`src/rtl/gm_clk_pkg.sv`:
```
// gm_clk_pkg: shared state type, default parameters and counter sizing for the clock wrappers
package gm_clk_pkg;
  typedef enum logic [1:0] {WAIT_LOCK, COUNT, RELEASE, RUN} state_t;
  localparam int SYNC_STAGES_D = 2;
  localparam int N_CH_D = 4;
  localparam int STABLE_CYCLES_D = 1024;
  localparam int STAGE_GAP_D = 16;
  localparam int LOSS_CNT_W_D = 8;
  function automatic int cnt_width(input int a, input int b);
    return $clog2(a > b ? a : b) + 1;
  endfunction
endpackage

```
`src/rtl/gm_bit_sync.sv`:
```
// gm_bit_sync: multi-flop synchroniser for a single asynchronous bit, cleared to 0
module gm_bit_sync #(
  parameter int STAGES = 2
) (
  input  logic clk,
  input  logic rst_n,
  input  logic d,
  output logic q
);
  logic [STAGES-1:0] r;
  always_ff @(posedge clk or negedge rst_n)
    if (!rst_n) r <= '0;
    else r <= {r[STAGES-2:0], d};
  assign q = r[STAGES-1];
endmodule

```
`src/rtl/pll_reset_seq.sv`:
```
// pll_reset_seq: debounces PLL lock, releases staged domain resets, supervises lock loss
module pll_reset_seq
  import gm_clk_pkg::*;
#(
  parameter int SYNC_STAGES   = SYNC_STAGES_D,
  parameter int N_CH          = N_CH_D,
  parameter int STABLE_CYCLES = STABLE_CYCLES_D,
  parameter int STAGE_GAP     = STAGE_GAP_D,
  parameter int LOSS_CNT_W    = LOSS_CNT_W_D
) (
  input  logic                  clock_in,
  input  logic                  rst_in,
  input  logic                  pll_lock,
  input  logic                  clr_lost,
  output logic [N_CH-1:0]       rst_n_out,
  output logic                  locked,
  output logic                  ready,
  output logic                  lock_lost,
  output logic [LOSS_CNT_W-1:0] loss_cnt,
  output logic                  pll_stdy_rst
);
  localparam int CW = cnt_width(STABLE_CYCLES, STAGE_GAP);
  state_t          state;
  logic [CW-1:0]   cnt;
  logic            lock_s;
  logic            lost_ev;
  logic [N_CH-1:0] nxt;
  gm_bit_sync #(.STAGES(SYNC_STAGES)) u_sync (
    .clk  (clock_in),
    .rst_n(rst_in),
    .d    (pll_lock),
    .q    (lock_s)
  );
  assign lost_ev = !lock_s && (state == RELEASE || state == RUN);
  // thermometer step: one more channel released, bit 0 first
  assign nxt = N_CH'({rst_n_out, 1'b1});
  always_ff @(posedge clock_in or negedge rst_in)
    if (!rst_in) begin
      state        <= WAIT_LOCK;
      cnt          <= '0;
      rst_n_out    <= '0;
      locked       <= 1'b0;
      ready        <= 1'b0;
      lock_lost    <= 1'b0;
      loss_cnt     <= '0;
      pll_stdy_rst <= 1'b0;
    end else begin
      pll_stdy_rst <= lost_ev;
      lock_lost    <= lost_ev | (lock_lost & ~clr_lost);
      if (lost_ev) begin
        state     <= WAIT_LOCK;
        cnt       <= '0;
        rst_n_out <= '0;
        locked    <= 1'b0;
        ready     <= 1'b0;
        if (~&loss_cnt) loss_cnt <= loss_cnt + 1'b1;
      end else
        case (state)
          WAIT_LOCK: begin
            cnt <= lock_s ? CW'(1) : '0;
            if (lock_s) state <= COUNT;
          end
          COUNT:
            if (!lock_s) begin
              state <= WAIT_LOCK;
              cnt   <= '0;
            end else if (cnt == CW'(STABLE_CYCLES)) begin
              state  <= RELEASE;
              locked <= 1'b1;
              cnt    <= '0;
            end else cnt <= cnt + 1'b1;
          RELEASE:
            if (rst_n_out == '0 || cnt == CW'(STAGE_GAP - 1)) begin
              rst_n_out <= nxt;
              cnt       <= '0;
              if (nxt[N_CH-1]) begin
                ready <= 1'b1;
                state <= RUN;
              end
            end else cnt <= cnt + 1'b1;
          default: ;
        endcase
    end
endmodule

```
`config.mk`:
```
export PLATFORM = sky130hd
export DESIGN_NAME = pll_reset_seq
export DESIGN_NICKNAME = d
export VERILOG_FILES = /design/src/rtl/gm_clk_pkg.sv /design/src/rtl/gm_bit_sync.sv /design/src/rtl/pll_reset_seq.sv
export SDC_FILE = /design/constraint.sdc
export NUM_CORES = 1
export LEC_CHECK = 0
export ABC_AREA = 1
export CORE_MARGIN = 5
export CORE_UTILIZATION = 58
export CTS_CLUSTER_SIZE = 25
export DETAILED_ROUTE_END_ITERATION = 7
export PLACE_DENSITY = 0.88
export SYNTH_ARGS = -nofsm -noshare
export SYNTH_HDL_FRONTEND = slang
export SYNTH_HIERARCHICAL = 1
export SYNTH_SLANG_ARGS = --single-unit
```
`constraint.sdc`:
```
create_clock -name clock_in -period 3.5 [get_ports clock_in]
set_input_delay 0.875 -clock clock_in [delete_from_list [all_inputs] [get_ports clock_in]]
set_output_delay 0.875 -clock clock_in [all_outputs]
set_load 0.02 [all_outputs]
```
**After elaboration in Yosys (flattened, before gate mapping)**

Index checks and enable logic that the tools add are counted.

- Logic and storage cells: 67
- Output and inout bits: 16
- Flip-flop bits (word level): 31
- Input port bits: 4

- Reduce and logical (&&, ||, !) cells: 19
- Muxes and demuxes: 24
- Add/sub/neg operators: 2
- Bitwise operators: 4
- Equality and inequality tests: 9

Operators by type and width:

| cell | number |
|---|---|
| 2-to-1 mux 11 bit | 4 |
| one-hot mux 11 bit (3 select lines) | 1 |
| 2-to-1 mux 2 bit | 6 |
| 2-to-1 mux 4 bit | 3 |
| nonzero test 2 bit | 6 |
| adder 11 x 1 -> 11 bit, second input constant | 1 |
| equality test 11 bit, second input constant | 1 |
| equality test 11 x 4 -> 1 bit, second input constant | 1 |
| 2-to-1 mux 1 bit | 9 |
| adder 8 x 1 -> 8 bit, second input constant | 1 |
| AND reduction 8 bit | 1 |
| != test 3 x 2 -> 1 bit, second input constant | 2 |
| one-hot mux 2 bit (3 select lines) | 1 |
| AND reduction 3 bit | 2 |
| AND reduction 5 bit | 1 |
| equality test 2 bit, second input constant | 2 |
| logical NOT 4 bit | 1 |
| != test 4 bit, second input constant | 1 |
| AND reduction 2 bit | 2 |
| nonzero test 4 bit | 1 |
| != test 3 bit, second input constant | 1 |
| equality test 2 x 1 -> 1 bit, second input constant | 1 |
| logical NOT 2 bit | 1 |
| logical OR 1 bit | 2 |
| other kinds (5) | 6 |

**Logic depth before layout (Yosys ltp)**

- Depth in word-level cells: 5
- Gate-level depth with buffers: 11
- Depth with buffers taken out: 10

**Modules after synthesis**

Netlist, hierarchy kept.

Modules (own cells, without submodules):

| module | area an instance (sq um) | instances | cells an instance | sequential area each (sq um) |
|---|---|---|---|---|
| pll_reset_seq | 1694.1 | 1 | 220 | 725.7 |
| gm_bit_sync | 50.0 | 1 | 2 | 50.0 |

**Least setup slack after synthesis**

No wires, ideal clock.

- Path type: register to register
- From: register state[0]
- To: register cnt[8]
- Stages on the path, launching flop included: 12
- Data required time: 3.379 ns
- Clock period less this slack: 1.619 ns
- Setup time: 0.121 ns
- Arrival time: 1.498 ns
- Slack: 1.881 ns
- Buffers on the path: 1
- Cells stage by stage: dfrtp_1 inv_1 ha_1 nor2_1 nand2_1 nor2_4 inv_2 buf_6 nand2_1 nand2_1 nand2_1 a21oi_2

- Cells in the longest elaborated chain, start to end: 4
- Elaborated cells between the ends (all ways): 9
- Those cells by class: 3 x eq/ne; 2 x mux; 4 x reduce/logical

RTL lines:

| what | RTL line | source |
|---|---|---|
| start: declaration | pll_reset_seq.sv:23 | `state_t state;` |
| start signal: assignment | pll_reset_seq.sv:39 | `state <= WAIT_LOCK;` |
| start signal: assignment | pll_reset_seq.sv:51 | `state <= WAIT_LOCK;` |
| start signal: assignment | pll_reset_seq.sv:61 | `if (lock_s) state <= COUNT;` |
| equality test 2 bit (on tied branches) | pll_reset_seq.sv:34, pll_reset_seq.sv:58 |  |
| logical OR 1 bit | pll_reset_seq.sv:34 | `assign lost_ev = !lock_s && (state == RELEASE \|\| state == RUN);` |
| logical AND 1 bit | pll_reset_seq.sv:34 |  |
| nonzero test 4 bit (no source line) / 2-to-1 mux 11 bit (equally long branches) | n/a |  |
| end signal: assignment | pll_reset_seq.sv:60 | `cnt <= lock_s ? CW'(1) : '0;` |
| end signal: assignment | pll_reset_seq.sv:71 | `end else cnt <= cnt + 1'b1;` |
| end signal: assignment | pll_reset_seq.sv:80 | `end else cnt <= cnt + 1'b1;` |
| end: declaration | pll_reset_seq.sv:24 | `logic [CW-1:0] cnt;` |

Several ways; a longest one is shown, not always the timed one.
A chain may end at the register's enable or synchronous reset.

**Worst setup path in the final report**

- From: register loss_cnt[4]
- To: output port loss_cnt[4]

RTL lines:

| what | RTL line | source |
|---|---|---|
| start: declaration | pll_reset_seq.sv:19 | `output logic [LOSS_CNT_W-1:0] loss_cnt,` |
| start signal: assignment | pll_reset_seq.sv:56 | `if (~&loss_cnt) loss_cnt <= loss_cnt + 1'b1;` |

No word-level cell between the ends.

==> metrics.cfg <==
[run_status]
outcome=finished clean

[pwr]
ir_drop_v=0.000466
power_mw=1.30
p_leak_nw=0.995
pwr_density_cell_nw_per_um2=641

[layout]
final.fill_count=216
antenna-diode-count=0
syn_to_final_growth_pct=15.9
design.final.nets=258
final_layout_size_suffix_gt1_frac=0.0648
stdcell_area_um2=2020

[floorplan]
die-area_um2=4200
io_pins=20
die_y_um=64.8
floorplan.initialDensity=0.617
core-area_um2=2830
floorplan.die.width_um=64.8
row_count=19

[logic_synthesis]
postSynthAreaPerCell_um2=7.86
number_of_warnings_printed_during_yosys_synthesis=6
mappedNetlistNets=233
synth-simple-area-share=0.280
synth.mux.area_fraction=0
synth_top_area_frac=0.445
synthFlopType=sky130_fd_sc_hd__dfrtp_1
post_synth_fa_ha_maj_area_fraction=0.0502
yosys_register_bits=31
yosys.area.top_type=sky130_fd_sc_hd__dfrtp_1
synth_async_sr_flop_share=1.00
post_synthesis_share_of_cell_area_spent_on_xor_and_xnor_gates=0.0502
post-synth-top-count-cell=sky130_fd_sc_hd__nand2_1
cell_area_after_synthesis_um2=1740
synth_top_family_by_area=simple AND/OR/NAND/NOR gates
post_synth_inst_count=222
synth_top_area_cells=sky130_fd_sc_hd__dfrtp_1 44%, sky130_fd_sc_hd__nand2_1 12%, sky130_fd_sc_hd__inv_1 7.7%
yosysSeqAreaShare=0.445
synth_top_cells_by_count=56 x sky130_fd_sc_hd__nand2_1, 36 x sky130_fd_sc_hd__inv_1, 31 x sky130_fd_sc_hd__dfrtp_1
synth.distinct_cells=25
edff_count_synth=0
share_of_the_synthesized_area_in_compound_gates_ao_oa_aoi_oai=0.0854

[global_route]
grt-ovfl-total=0
largest_net_degree_at_the_start_of_global_routing=32
grt_pass1_vias=1491
globalRouteTotalUtil=0.196
antenna_violations_before_repair=0
grt_pass1_wl_mm=6.50

[clock_tree]
cts-buffers-inserted=5
cts_tree=yes
tritoncts_num_sinks=31
cts.repair_timing.setup_buffer_count=0
worst_path_clk_slew_ns=0.09
clock_tree.buffer_depth=2
clock_latency_ns=0.33
cts.htree.levels=2
cts_resized=0
clock-root-buffer=sky130_fd_sc_hd__clkbuf_4
cts_hold_buffers=0

[setup_path]
cp-end-kind=primary output
worst-endpoint-arrival_ns=1.45
critPathKind=flip-flop to primary output
critical_path_required_ns=2.62
cp_top_family=buffers and inverters
critical_path.n_buffers_inverters=1
setup.worst_path.start_class=flip-flop
timing.critical_path.slowest_stage_cell=sky130_fd_sc_hd__clkdlybuf4s50_1
crit_path_max_fanout=7
worstPathCellList=clkdlybuf4s50_1
slowest_delay_ns=0.66

[sta]
fin_setup_tns_ns=0
finClkSkew_ns=0.00507
hold-worst-slack_ns=0.354
period_needed_ns=2.33
final.period_utilization=0.665
final_hold_viol_count=0
tightestPinTransition_ns=0.399
rsz_0062_raised_after_global_routing=false
worst_max_slew_margin_expressed_relative_to_the_limit=0.734
maxClockFrequency_mhz=429
setup_viol_count_final=0
maxSlewViolCount=0

[drt]
drc=0
num_vias=1510
firstDrtPassIters=6
drt-vias-per-instance=5.43
ant_nets=0
drt-wirelength-per-cell_um=13.0
detailedRoute.firstIterationViolations=97
routed_wl_mm=3.60

[flow_run]
max-cap-violations=0

[place]
hpwl_mm=2.57
post_dp_cell_area_um2=1960
finalWeightedCongestion=0.891
portBuffers=19

[worst_hold_path]
hold_path.class=flip-flop to flip-flop

==> path summary, 6_finish.rpt <==
path,start,to,slack (ns),cells after the start
worst max-delay path,loss_cnt[4]$_DFFE_PN0P_,loss_cnt[4],1.17,1
worst min-delay path,u_sync/r[0]$_DFF_PN0_,u_sync/r[1]$_DFF_PN0_,0.35,0
worst max register to register,state[0]$_DFFE_PN0P_,cnt[7]$_DFFE_PN0P_,1.57,10
worst min register to register,u_sync/r[0]$_DFF_PN0_,u_sync/r[1]$_DFF_PN0_,0.35,0
max in group asynchronous,rst_in,cnt[9]$_DFFE_PN0P_,2.29,2
min in group asynchronous,rst_in,lock_lost$_DFF_PN0_,0.92,2
==> metrics by stage <==
step	util	setup slack [ns]	std cells
4_1_cts	0.714	1.16	278
3_5_place_dp	0.694	1.54	271
5_1_grt	0.714	1.09	278
2_1_floorplan	-	1.88	222
6_report	0.714	1.17	278
3_3_place_gp	0.694	1.56	271
==> layout by cell type (no fill, tap or decap) <==
cell type,instances
sky130_fd_sc_hd__a211oi_1,1
sky130_fd_sc_hd__a21oi_1,10
sky130_fd_sc_hd__a21oi_2,1
sky130_fd_sc_hd__a31oi_1,1
sky130_fd_sc_hd__buf_4,1
sky130_fd_sc_hd__clkbuf_4,5
sky130_fd_sc_hd__clkbuf_8,1
sky130_fd_sc_hd__clkdlybuf4s50_1,19
sky130_fd_sc_hd__clkinv_2,1
sky130_fd_sc_hd__dfrtp_1,31
sky130_fd_sc_hd__ha_1,7
sky130_fd_sc_hd__inv_1,36
sky130_fd_sc_hd__inv_2,1
sky130_fd_sc_hd__nand2_1,56
sky130_fd_sc_hd__nand2_2,2
sky130_fd_sc_hd__nand3_1,17
sky130_fd_sc_hd__nand4_1,9
sky130_fd_sc_hd__nor2_1,19
sky130_fd_sc_hd__nor2_4,2
sky130_fd_sc_hd__nor2_8,1
sky130_fd_sc_hd__nor3_1,1
sky130_fd_sc_hd__nor4_1,1
sky130_fd_sc_hd__o21ai_0,9
sky130_fd_sc_hd__o21ai_1,2
sky130_fd_sc_hd__o21ai_2,1
sky130_fd_sc_hd__o22ai_1,2
sky130_fd_sc_hd__xnor2_1,2
sky130_fd_sc_hd__xor2_1,8
==> cell type report <==
cell class                      instances  area [µm²]  share of cell area
Clock buffer                            6        51.3              0.0254
Clock inverter                          1        5.00             0.00248
Inverter                               37         139              0.0687
Multi-Input combinational cell        152         813               0.402
Sequential cell                        31         776               0.384
Tap cell                               31        38.8              0.0192
Timing Repair Buffer                   20         198              0.0978
==> power breakdown <==
group | switching (mW) | total (mW) | internal (mW)
Clock | 0.118 | 0.211 | 0.0929
Combinational | 0.393 | 0.608 | 0.215
Sequential | 0.0554 | 0.476 | 0.421
Total | 0.567 | 1.30 | 0.729
==> metal layers <==
metal  routed length, µm  GRT usage  vias to the layer above  part of all wire
li1                    -          -                      761                 -
met1                1600      0.248                      700              0.44
met2                1760      0.323                       42              0.49
met3                 197     0.0466                        7             0.055
met4                  53     0.0792                        0             0.015
met5                   0          0                        -                 0
==> flip-flops by register name, indices dropped and copies added (netlist names) <==
signal and count:
cnt 11, lock_lost 1, locked 1, loss_cnt 8, pll_stdy_rst 1, ready 1, rst_n_out 4, state 2
u_sync/r 2
==> logic make-up after synthesis <==
group / after synthesis
XOR/XNOR: 10
AND/OR/NAND/NOR: 108
buffers and inverters: 39
adder cells (fa/ha/maj): 7
flip-flops: 31
AO/OA/AOI/OAI: 27
(Power assumes the default switching activity.)
==> edit, RTL diff (same flow settings) <==
The package constant `LOSS_CNT_W_D` goes from 8 to 12.
--- a/src/rtl/gm_clk_pkg.sv
+++ b/src/rtl/gm_clk_pkg.sv
@@ -5,7 +5,7 @@
   localparam int N_CH_D = 4;
   localparam int STABLE_CYCLES_D = 1024;
   localparam int STAGE_GAP_D = 16;
-  localparam int LOSS_CNT_W_D = 8;
+  localparam int LOSS_CNT_W_D = 12;
   function automatic int cnt_width(input int a, input int b);
     return $clog2(a > b ? a : b) + 1;
   endfunction
Interface: changed (resized loss_cnt); port bits go from 20 to 24. The function was not compared with the original's and may differ.
==> edit against the original RTL <==
Sequential share of layout area down 1.5 points. Combinational power up 11%. Routed wire length up 17%. Clock power up 8%. Global-route usage down 0.45 points. Total power up 11%. First-iteration DRC count up 28%. Clock skew down 1.0 ps. Worst setup slack better by 46 ps. Synthesized cell count up 21%. Cell area up 17%. Worst hold slack better by 6.0 ps. Sequential cell count up 4. Area after synthesis up 17%.
==> edit: results (changes against the original RTL) <==
| Metric | Value |
|---|---|
| Peak fanout along the critical path | `4 (was 7)` |
| YS warnings | `6 (unchanged)` |
| DRC viols | `0 (unchanged)` |
| Top post-synthesis cells by area | `dfrtp_1 (43%), nand2_1 (14%), inv_1 (7.2%) (was dfrtp_1 (44%), nand2_1 (12%), inv_1 (7.7%))` |
| Share of the yosys chip area belonging to registers | `0.4284 (was 0.4448)` |
| Largest registers | `loss_cnt (12), cnt (11), rst_n_out (4) (was cnt (11), loss_cnt (8), rst_n_out (4))` |
| Critical path's slowest cell | `clkdlybuf4s50_1 (unchanged)` |
| ANT cells | `0 (unchanged)` |
| GP Congestion | `0.9793 (was 0.8914)` |
| Leak pwr | `1.135 nW (was 0.9946 nW)` |
| Total CTS buffers | `5 (unchanged)` |
| Maximum vdd drop | `0.0002819 V (was 0.0004659 V)` |
| Clock skew | `4.043 ps (was 5.068 ps)` |
| Top cell family by delay on the critical path | `buffers and inverters (unchanged)` |
| Clk buf depth | `2 (unchanged)` |
| Gr usage total | `0.1914 (was 0.1959)` |
| Worst hold path type | `flop to flop (unchanged)` |
| H-Tree Depth | `2 (unchanged)` |
| Status | `finished, final reports clean (unchanged)` |
| Vias in the first global route | `1722 (was 1491)` |
| Initial DRC count | `124 (was 97)` |
| Delay of the slowest critical-path stage | `630 ps (was 660 ps)` |
| Ys async rst share | `1.000 (unchanged)` |
| Clk_lat worst skew | `340 ps` |
| Via Count | `1809 (was 1510)` |
| Dpl hpwl | `3.206 mm (was 2.570 mm)` |
| Reg clk slew, reported paths | `roughly 100 ps` |
| Resized Gates After CTS | `0 (unchanged)` |
| CTS root buffer | `clkbuf_4 (unchanged)` |
| Largest net degree at the start of global routing | `36 (was 32)` |
| Total Wirelength | `4.228 mm (was 3.603 mm)` |
| Placement-stage worst setup slack | `1592 ps (was 1542 ps)` |
| Synth unique cells | `28 (was 25)` |
| First-pass GRT wire length | `7.472 mm (was 6.499 mm)` |
| Nets | `307 (was 258)` |
| Top post-synthesis cells by count | `nand2_1 (74), inv_1 (39), dfrtp_1 (35), nor2_1 (27), nand3_1 (21) (was nand2_1 (56), inv_1 (36), dfrtp_1 (31), nor2_1 (19), nand3_1 (17))` |
| IO Port Bufs | `23 (was 19)` |
| Setup bufs post-CTS | `0 (unchanged)` |
| Pre-Repair DR Iteration Count | `4 (was 6)` |
| Tightest Pin Transition | `454.4 ps (was 399.4 ps)` |
| Layout cells sized above 1 | `0.07432 (was 0.06478)` |
| Main synth FF type | `dfrtp_1 (unchanged)` |
| Syn Nets | `279 (was 233)` |
| Antenna violations before repair | `0 (unchanged)` |
-- edit: worst paths after layout --
check | startpoint | to | slack (ps) | cells past startpoint
setup / recovery | loss_cnt[7] | loss_cnt[7] | 1220 | 1
hold / removal | u_sync/r[0] | u_sync/r[1] | 360 | 0
setup reg to reg | state[0] | cnt[2] | 1630 | 11
hold reg to reg | u_sync/r[0] | u_sync/r[1] | 360 | 0
max in group asynchronous | rst_in | cnt[3] | 2240 | 2
min in group asynchronous | rst_in | loss_cnt[4] | 930 | 2
-- edit: cells by family after synthesis --
group / share of synthesized area
AND/OR/NAND/NOR: 0.3182
buffers and inverters: 0.09241
flip-flops: 0.4284
AO/OA/AOI/OAI: 0.06671
XOR/XNOR: 0.05141
adder cells (fa/ha/maj): 0.04284
-- edit: power by group --
| group | switching (W) | internal (W) |
|---|---|---|
| registers | 0.0000647 | 0.000472 |
| logic | 0.000434 | 0.000243 |
| clock network | 0.000134 | 0.0000930 |
-- edit: layout make-up --
class,count,area [um2]
flip-flops and latches,35,875.8
inverters,42,165.2
clock buffers,6,51.30
well taps,46,57.56
multi-input cells,188,979.7
clock inverters,1,5.005
fillers,278,991.0
repair buffers,24,237.7
-- edit: through the flow --
step / power, W / std cells / instance area [um2]
2_1_floorplan: 0.001028 / 268 / 2044
3_3_place_gp: 0.001206 / 335 / 2316
3_5_place_dp: 0.001221 / 335 / 2316
4_1_cts: 0.001451 / 342 / 2372
5_1_grt: 0.001558 / 342 / 2372
6_report: 0.001441 / 342 / 2372
-- edit: layer usage --
metal  vias to the layer above  wire, um  global-route usage
met4                         0       108             0.08243
met3                        10       229             0.06087
met5                         -         0                   0
li1                        898         -                   -
met2                        55      2031              0.3199
met1                       846      1858              0.2247
